===== src/rtl/addsub23_rr_scheduler.sv =====
// addsub23_rr_scheduler
//   Shares one 23-bit carry-select add/subtract datapath between N_REQ
//   requesters. Requesters are granted round-robin. Each accepted request
//   runs through a three-state FSM: IDLE (grant and capture), EXEC (compute)
//   and RESP (hold the result until the consumer takes it).
//
// Ports
//   clk, rst     : clock; synchronous active-high reset
//   req_valid    : per-requester request valid             [N_REQ]
//   req_ready    : per-requester grant, one-hot or zero      [N_REQ]
//   req_a, req_b : packed operands, requester i at [23*i +: 23]
//   req_sub      : per-requester select, 1 = A-B, 0 = A+B    [N_REQ]
//   rsp_valid    : result valid (output)
//   rsp_ready    : consumer accepts the result (input)
//   rsp_sum      : 23-bit result
//   rsp_carry    : raw adder carry out (for A-B: 1 = no borrow)
//   rsp_id       : index of the requester that owns the result
//   rsp_ovf      : signed overflow flag, present only with ADDSUB23_OVF_FLAG_EN
//   busy         : FSM is not in IDLE
//
// Build option
//   ADDSUB23_OVF_FLAG_EN : adds the registered rsp_ovf output.

module addsub23_rr_scheduler #(
  parameter int N_REQ = 4,
  parameter int ID_W  = 2
) (
  input  logic                 clk,
  input  logic                 rst,
  input  logic [N_REQ-1:0]     req_valid,
  output logic [N_REQ-1:0]     req_ready,
  input  logic [23*N_REQ-1:0]  req_a,
  input  logic [23*N_REQ-1:0]  req_b,
  input  logic [N_REQ-1:0]     req_sub,
  output logic                 rsp_valid,
  input  logic                 rsp_ready,
  output logic [22:0]          rsp_sum,
  output logic                 rsp_carry,
  output logic [ID_W-1:0]      rsp_id,
`ifdef ADDSUB23_OVF_FLAG_EN
  output logic                 rsp_ovf,
`endif
  output logic                 busy
);

  typedef enum logic [1:0] {
    IDLE = 2'd0,
    EXEC = 2'd1,
    RESP = 2'd2
  } state_t;

  state_t          state_q, state_d;
  logic [ID_W-1:0] ptr_q, ptr_d;
  logic [22:0]     a_q, a_d;
  logic [22:0]     b_q, b_d;
  logic            sub_q, sub_d;
  logic [ID_W-1:0] id_q, id_d;
  logic            rsp_valid_q, rsp_valid_d;
  logic [22:0]     rsp_sum_q, rsp_sum_d;
  logic            rsp_carry_q, rsp_carry_d;
  logic [ID_W-1:0] rsp_id_q, rsp_id_d;
`ifdef ADDSUB23_OVF_FLAG_EN
  logic            rsp_ovf_q, rsp_ovf_d;
`endif

  // Unpacked per-requester operand views
  logic [22:0] a_arr [N_REQ];
  logic [22:0] b_arr [N_REQ];

  always_comb begin
    for (int unsigned k = 0; k < N_REQ; k++) begin
      a_arr[k] = req_a[23*k +: 23];
      b_arr[k] = req_b[23*k +: 23];
    end
  end

  // Round-robin search: first valid requester at or above the pointer,
  // wrapping modulo N_REQ. cand carries one extra bit so the wrap can be
  // done by a single conditional subtract for non-power-of-two N_REQ.
  logic            grant_found;
  logic [ID_W-1:0] grant_idx;
  logic [ID_W:0]   cand;

  always_comb begin
    grant_found = 1'b0;
    grant_idx   = '0;
    cand        = '0;
    for (int unsigned k = 0; k < N_REQ; k++) begin
      cand = {1'b0, ptr_q} + (ID_W+1)'(k);
      if (cand >= (ID_W+1)'(N_REQ)) cand = cand - (ID_W+1)'(N_REQ);
      if (!grant_found && req_valid[cand[ID_W-1:0]]) begin
        grant_found = 1'b1;
        grant_idx   = cand[ID_W-1:0];
      end
    end
  end

  // Carry-select adder: the low 12 bits ripple with sub as carry-in; the
  // high 11 bits are computed for both carry-in values and selected by the
  // low-half carry.
  logic [22:0] b_eff;
  logic [11:0] lo_sum;
  logic        lo_c;
  logic [10:0] hi_sum0, hi_sum1;
  logic        hi_c0, hi_c1;
  logic [22:0] add_sum;
  logic        add_carry;

  always_comb begin
    b_eff              = b_q ^ {23{sub_q}};
    {lo_c, lo_sum}     = {1'b0, a_q[11:0]} + {1'b0, b_eff[11:0]} + {12'd0, sub_q};
    {hi_c0, hi_sum0}   = {1'b0, a_q[22:12]} + {1'b0, b_eff[22:12]};
    {hi_c1, hi_sum1}   = {1'b0, a_q[22:12]} + {1'b0, b_eff[22:12]} + 12'd1;
    add_sum            = {(lo_c ? hi_sum1 : hi_sum0), lo_sum};
    add_carry          = lo_c ? hi_c1 : hi_c0;
  end

  always_comb begin
    state_d     = state_q;
    ptr_d       = ptr_q;
    a_d         = a_q;
    b_d         = b_q;
    sub_d       = sub_q;
    id_d        = id_q;
    rsp_valid_d = rsp_valid_q;
    rsp_sum_d   = rsp_sum_q;
    rsp_carry_d = rsp_carry_q;
    rsp_id_d    = rsp_id_q;
`ifdef ADDSUB23_OVF_FLAG_EN
    rsp_ovf_d   = rsp_ovf_q;
`endif
    req_ready   = '0;

    unique case (state_q)
      IDLE: begin
        if (grant_found) begin
          // grant_found already implies req_valid, so the grant is the handshake
          req_ready[grant_idx] = 1'b1;
          a_d     = a_arr[grant_idx];
          b_d     = b_arr[grant_idx];
          sub_d   = req_sub[grant_idx];
          id_d    = grant_idx;
          ptr_d   = (grant_idx == ID_W'(N_REQ - 1)) ? '0 : grant_idx + 1'b1;
          state_d = EXEC;
        end
      end
      EXEC: begin
        rsp_sum_d   = add_sum;
        rsp_carry_d = add_carry;
        rsp_id_d    = id_q;
`ifdef ADDSUB23_OVF_FLAG_EN
        rsp_ovf_d   = (a_q[22] == b_eff[22]) && (add_sum[22] != a_q[22]);
`endif
        rsp_valid_d = 1'b1;
        state_d     = RESP;
      end
      RESP: begin
        if (rsp_ready) begin
          rsp_valid_d = 1'b0;
          state_d     = IDLE;
        end
      end
      default: state_d = IDLE;
    endcase
  end

  always_ff @(posedge clk) begin
    if (rst) begin
      state_q     <= IDLE;
      ptr_q       <= '0;
      a_q         <= '0;
      b_q         <= '0;
      sub_q       <= 1'b0;
      id_q        <= '0;
      rsp_valid_q <= 1'b0;
      rsp_sum_q   <= '0;
      rsp_carry_q <= 1'b0;
      rsp_id_q    <= '0;
`ifdef ADDSUB23_OVF_FLAG_EN
      rsp_ovf_q   <= 1'b0;
`endif
    end else begin
      state_q     <= state_d;
      ptr_q       <= ptr_d;
      a_q         <= a_d;
      b_q         <= b_d;
      sub_q       <= sub_d;
      id_q        <= id_d;
      rsp_valid_q <= rsp_valid_d;
      rsp_sum_q   <= rsp_sum_d;
      rsp_carry_q <= rsp_carry_d;
      rsp_id_q    <= rsp_id_d;
`ifdef ADDSUB23_OVF_FLAG_EN
      rsp_ovf_q   <= rsp_ovf_d;
`endif
    end
  end

  assign rsp_valid = rsp_valid_q;
  assign rsp_sum   = rsp_sum_q;
  assign rsp_carry = rsp_carry_q;
  assign rsp_id    = rsp_id_q;
`ifdef ADDSUB23_OVF_FLAG_EN
  assign rsp_ovf   = rsp_ovf_q;
`endif
  assign busy      = (state_q != IDLE);

  // No grant while a response is outstanding, and never more than one grant
  a_no_grant_busy: assert property (@(posedge clk) disable iff (rst)
    (state_q != IDLE) |-> (req_ready == '0));
  a_grant_onehot: assert property (@(posedge clk) disable iff (rst)
    $onehot0(req_ready));

endmodule


===== config.mk =====
export PLATFORM = sky130hd
export DESIGN_NAME = addsub23_rr_scheduler
export DESIGN_NICKNAME = d
export VERILOG_FILES = /design/src/rtl/addsub23_rr_scheduler.sv
export SDC_FILE = /design/constraint.sdc
export NUM_CORES = 1
export LEC_CHECK = 0
export ABC_AREA = 1
export CAP_MARGIN = 20
export CORE_MARGIN = 2
export CORE_UTILIZATION = 40
export DETAILED_ROUTE_END_ITERATION = 10
export GPL_TIMING_DRIVEN = 0
export PLACE_DENSITY = 0.71
export SYNTH_ARGS = -nofsm -noshare
export SYNTH_HDL_FRONTEND = slang
export SYNTH_SLANG_ARGS = --single-unit

===== constraint.sdc =====
create_clock -name clk -period 3.7 [get_ports clk]
set_clock_uncertainty 0.1 [all_clocks]
set_input_delay 0.74 -clock clk [delete_from_list [all_inputs] [get_ports clk]]
set_output_delay 0.74 -clock clk [all_outputs]
set_load 0.01 [all_outputs]

==> results of run 1 <==
## power by group
group | switching, mW | internal (mW) | leakage [nW]
Sequential | 0.212 | 1.16 | 0.660
Combinational | 3.60 | 2.12 | 4.42
Clock | 0.387 | 0.460 | 0.132
Total | 4.20 | 3.73 | 5.21
## area by class of cell
| cell class | instances | area (sq um) |
|---|---|---|
| flip-flops and latches | 80 | 1602 |
| repair buffers | 231 | 2296 |
| fillers | 1640 | 6864 |
| plain buffers | 62 | 337.8 |
| well taps | 220 | 275.3 |
| inverters | 130 | 503.0 |
| multi-input cells | 942 | 4484 |
| clock inverters | 7 | 55.05 |
| clock buffers | 9 | 225.2 |
## worst max-delay path: stages
cell and delay (ns):
clkdlybuf4s50_1 0.41, inv_1 0.09, nand2_1 0.07, nand3_1 0.12, nand2_2 0.10, nor2_4 0.15
nand3_1 0.11, nand3_2 0.10, nand2_4 0.07, buf_4 0.18, inv_8 0.09, ha_1 0.14
inv_1 0.05, nor2_2 0.11, buf_2 0.14
## through the flow
step | instance area (sq um) | std cells
2_1_floorplan | 6849 | 1216
3_3_place_gp | 9387 | 1662
3_5_place_dp | 9387 | 1662
4_1_cts | 9753 | 1681
5_1_grt | 9778 | 1681
6_report | 9778 | 1681
## registers in the layout (all words and copies together), names as in the netlist, 2 cells and up
register	flops
id_q	2
b_q	23
a_q	23
ptr_q	2
rsp_id	2
state_q	2
rsp_sum	23
## timing repair
item,CTS,global route
resized for setup,20,21
setup endpoints to repair,4,9
pin swaps,2,1
buffers inserted,5,0
## per-layer routing
layer | up-vias | routed length [um] | GRT usage
met5 | - | 0 | 0
li1 | 4280 | - | -
met2 | 287 | 11210 | 0.4569
met3 | 36 | 1585 | 0.04354
met4 | 0 | 704 | 0.09240
met1 | 3630 | 10890 | 0.3573
## final timing paths
| kind | cells past startpoint | slack [ns] | to |
|---|---|---|---|
| worst min-delay path | 2 | 0.38 | rsp_sum[1] |
| worst max-delay path | 15 | 0.18 | req_ready[3] |
| worst min register to register | 2 | 0.38 | rsp_sum[1] |
| worst max register to register | 17 | 0.52 | rsp_sum[20] |
## placed cells by master, fill, tap and decap left out, drive strengths merged, types with 4 or more instances in the layout
master,n
a21oi,27
buf,48
clkbuf,32
clkdlybuf4s50,222
clkinv,4
dfxtp,80
ha,29
inv,131
nand2,578
nand3,68
nand4,64
nor2,89
o211ai,4
o21ai,31
xnor2,6
xor2,28
## cell families (layout without fill, tap and decap cells)
family          count (synthesis)  in the layout  synth area share
compound gates                 70             70           0.05553
xor+xnor                       34             34           0.04348
fa+ha+maj                      31             31           0.05882
buf+inv                       194            439            0.1204
flops                          80             80            0.2338
simple gates                  807            807            0.4879
==> impl_metrics.toml, run 1 <==
[status]
status = "completed"

[placed_design]
gp_congestion = 0.9295
place_hpwl_um = 20290
port-buffer-count = 226
pre_cts_ws_ns = -0.6154

[timing]
min_period_ns = 3.518
max_freq_mhz = 284.3
setup_violations = 0
slew_viol_final = 0
rsz0062_at_grt = "no"
final_hold_viol_count = 0
worst_pin_slew_ns = 0.7265
setup_tns_ns = 0
min_period_over_period = 0.9508
hold_ws_ns = 0.3835
max_slew_margin = 0.5157
finalWorstSetupSlack_ns = 0.1820

[yosys]
ys_async_sr_fraction = 0
yosys-top-cells-area = "nand2_1 31%, dfxtp_1 23%, inv_1 6.8%"
synth-seq-cells = 80
syn_area_sq_mm = 0.006849
synthesis.nets = 1442
syn_area_per_cell_sq_um = 5.632
synth_seq_area_share = 0.2338
yosysTopAreaCell = "nand2_1"
netlist_instances = 1216
synth_edf_count = 0
yosysMostFrequentCell = "nand2_1"
yosys-top-cells-count = "574 x nand2_1, 124 x inv_1, 87 x nor2_1, 80 x dfxtp_1, 66 x nand3_1"
ys.flop_type = "dfxtp_1"
synth_cell_types = 37
synthDominantCellAreaShare = 0.3146
ys_warn_count = 0

[power]
power_density_mw_per_mm2 = 810.9
total_leakage_power_nw = 5.214
p_total_mw = 7.929
peakVddDrop_mv = 0.4068

[cells_and_area]
final_core_util = 0.5876
drive_gt1_frac = 0.06160
area_growth_pct = 42.77
nets = 1682
antennaDiodeCount = 0

[clocking]
cts-hold-fix-buffers = 0
clockBufferDepth = 2
cts.htree.levels = 3
cts_tree = "built"
cts_root_buf = "clkbuf_16"
clk_pin_slew_ns = 0.06
cts_buffers = 9
cts_sinks = 80
clock_latency_ns = 0.34

[drt]
vias = 8233
drc = 0
postRouteAntennaNets = 0
wl_per_cell_um = 14.51
vias_per_cell = 4.898
wl_um = 24400
drtPass1Iterations = 5
drt_iter0_markers = 532

[min_path]
hp-class = "reg2reg"
min_from = "rsp_sum[1]"

[die]
start_util = 0.4115
core_sq_mm = 0.01664
fp.dieArea_sq_mm = 0.01819
die_h_um = 134.9
die_x_um = 134.9
io_pins = 227
fp-row-count = 47

[critical_path]
r2r-start = "sub_q"
endpoint_kind = "output port"
critical_path_class = "in2out"
crit_path_start_kind = "input port"
cp_data_arrival_time_ns = 2.68
cp.required_ns = 2.86
crit_start = "req_valid[3]"
cp_max_fo = 13

[global_route]
grt_pass1_vias = 7778
globalRouteOverflowTotal = 0
grt_pass1_wl_um = 38970
antenna_found_initial = 0
grt_usage = 0.2729
grt_max_degree = 16

[job]
max_cap_violations = 0
(Power assumes the default switching activity.)
==> inputs of run 2 (changes only) <==
--- a/config.mk
+++ b/config.mk
@@ -10,8 +10,10 @@
 export CORE_MARGIN = 2
 export CORE_UTILIZATION = 40
 export DETAILED_ROUTE_END_ITERATION = 10
-export GPL_TIMING_DRIVEN = 0
+export GPL_TIMING_DRIVEN = 1
 export PLACE_DENSITY = 0.71
+export SKIP_LAST_GASP = 1
 export SYNTH_ARGS = -nofsm -noshare
 export SYNTH_HDL_FRONTEND = slang
 export SYNTH_SLANG_ARGS = --single-unit
+export TNS_END_PERCENT = 10
==> run 2 against run 1 <==
The flow now finishes with violations (setup timing). Die area unchanged. Final area shrank 1.9%. Sequential cell count unchanged. Non-clock buffer count is 40 lower. Sequential share of layout area grew 0.33 points. Sequential power about the same. Maximum frequency down 7.4%. Combinational power down 6.7%. Register-to-register slack gained 0.13 ns. First-iteration DRC count down 18%. Clock power up 5.8%. Via count decreased by 3.8%. Critical path type unchanged.
==> impl_metrics.toml, run 2 (same netlist as run 1, synthesis figures left out) <==
[cells_and_area]
drive_gt1_frac = 0.04363
antennaDiodeCount = 0
mostFrequentLayoutCells = "573 x nand2_1, 224 x clkdlybuf4s50_1, 124 x inv_1"
fin_cells = 1641
area_growth_pct = 40.04
nets = 1642
design_area_sq_mm = 0.009592
fillers = 1708
layout_commonest_cell = "nand2_1"

[critical_path]
path_cells = "clkdlybuf4s50_1 > inv_1 > nand2_1 > nand3_1 > o21ai_1 > inv_1 > nand3_1 > nand3_1 > nand2_2 > buf_4 > ha_1 > inv_1 > nor2_1 > clkdlybuf4s50_1"
rr_endpoint = "rsp_sum[20]"
reg2reg_depth = 13
critical_path_class = "in2out"
cpPeakStageDelay_ns = 0.54
regToRegSetupSlack_ns = 0.65
crit_path_start_kind = "input port"
cp.required_ns = 2.86
crit_slowest_cell = "clkdlybuf4s50_1"
r2r-start = "sub_q"
cp_data_arrival_time_ns = 2.96
cp_max_fo = 3
endpoint_kind = "output port"

[timing]
min_period_over_period = 1.027
setup_tns_ns = -0.1646
min_period_ns = 3.799
rsz0062_at_grt = "yes"
slew_viol_final = 0
max_freq_mhz = 263.2
final_hold_viol_count = 0
hold_ws_ns = 0.3737
finalWorstSetupSlack_ns = -0.09892
max_slew_margin = 0.5769
setup_violations = 2
worst_pin_slew_ns = 0.6346

[power]
power.share.sequential = 0.183
p_int_mw = 3.671
power_density_mw_per_mm2 = 794.0
switchingPower_mw = 3.945
peakVddDrop_mv = 0.6103
comb_power_share = 0.699
p_clk_frac = 0.118
swShare = 0.5180
total_leakage_power_nw = 5.140
p_total_mw = 7.616

[global_route]
grt_max_degree = 68
grt_usage = 0.2500
grt_pass1_vias = 7443
globalRouteOverflowTotal = 0
grt_pass1_wl_um = 36300
antenna_found_initial = 0

[die]
die_h_um = 134.9
fp.dieArea_sq_mm = 0.01819
start_util = 0.4115
io_pins = 227
die_x_um = 134.9
core_sq_mm = 0.01664
fp-row-count = 47

[status]
status = "complete, but fails checks"
failed_checks = "setup timing"

[clocking]
clock_latency_ns = 0.34
cts_setup_buffers = 0
cts_tree = "built"
clockBufferDepth = 2
cts_root_buf = "clkbuf_16"
cts.htree.levels = 3
cts-hold-fix-buffers = 0
clk_pin_slew_ns = 0.06
cts_sinks = 80
cts_buffers = 9

[drt]
dr_wl_met2_um = 10820
postRouteAntennaNets = 0
top_layer_used = "met4"
drc = 0
wl_um = 22480
vias_per_cell = 4.827
met1_length_um = 9918
drtPass1Iterations = 5
wl_per_cell_um = 13.70
route.met3.wl_um = 1295
vias = 7921
drt_iter0_markers = 436

[placed_design]
place_hpwl_um = 17990
place_area_sq_mm = 0.009293
port-buffer-count = 226
gp_congestion = 0.9151
dp.cells = 1625

[min_path]
holdPathStages = 2
hold_path_end = "rsp_sum[21]"
min_from = "rsp_sum[21]"
hp-class = "reg2reg"

[job]
max_cap_violations = 0
run 2: power groups by stage:
stage / sequential (mW) / combinational (mW) / clock (mW)
detailed placement: 1.41 / 5.32 / 0
global placement: 1.41 / 5.25 / 0
finish: 1.39 / 5.33 / 0.896
CTS: 1.40 / 5.34 / 0.911
global route: 1.42 / 6.01 / 0.949
floorplan: 1.35 / 3.78 / 0
run 2: layout make-up:
type | count | area (sq um) | share of cell area
Sequential cell | 80 | 1603 | 0.1671
Inverter | 130 | 488.0 | 0.05087
Multi-Input combinational cell | 942 | 4438 | 0.4627
Clock inverter | 6 | 67.56 | 0.007044
Tap cell | 220 | 275.3 | 0.02870
Timing Repair Buffer | 253 | 2491 | 0.2597
Clock buffer | 10 | 229.0 | 0.02387
run 2: layer usage:
layer  vias to the layer above  global-route usage
met5                         -                   0
met4                         0             0.07544
met3                        28             0.05255
met2                       224              0.4365
met1                      3479              0.3084
li1                       4190                   -
run 2: timing repair:
| action | CTS | global route |
|---|---|---|
| resized for setup | 1 | 2 |
| setup endpoints to repair | 4 | 4 |
| gates cloned | 0 | 0 |
run 2: worst max path at each step:
| stage | from | endpoint | cells past startpoint |
|---|---|---|---|
| 3_3_place_gp | req_valid[1] | req_ready[3] | 14 |
| 2_1_floorplan | sub_q | rsp_sum[20] | 14 |
| 6_report | req_valid[2] | req_ready[1] | 14 |
| 4_1_cts | req_valid[1] | req_ready[2] | 14 |
| 5_1_grt | req_valid[3] | req_ready[1] | 14 |
| 3_5_place_dp | req_valid[1] | req_ready[3] | 14 |
run 2: worst max-delay path, delay by kind of cell:
kind | cells | cell delay, ns
buf+inv | 6 | 1.38
simple gates | 6 | 0.58
fa+ha+maj | 1 | 0.14
compound gates | 1 | 0.12
run 2: stage by stage:
stage / setup slack, ns / utilization
floorplan: 0.7677 / -
global placement: -0.07499 / 0.5584
detailed placement: -0.1318 / 0.5584
CTS: -0.1094 / 0.5761
global route: -0.2584 / 0.5763
finish: -0.09892 / 0.5763
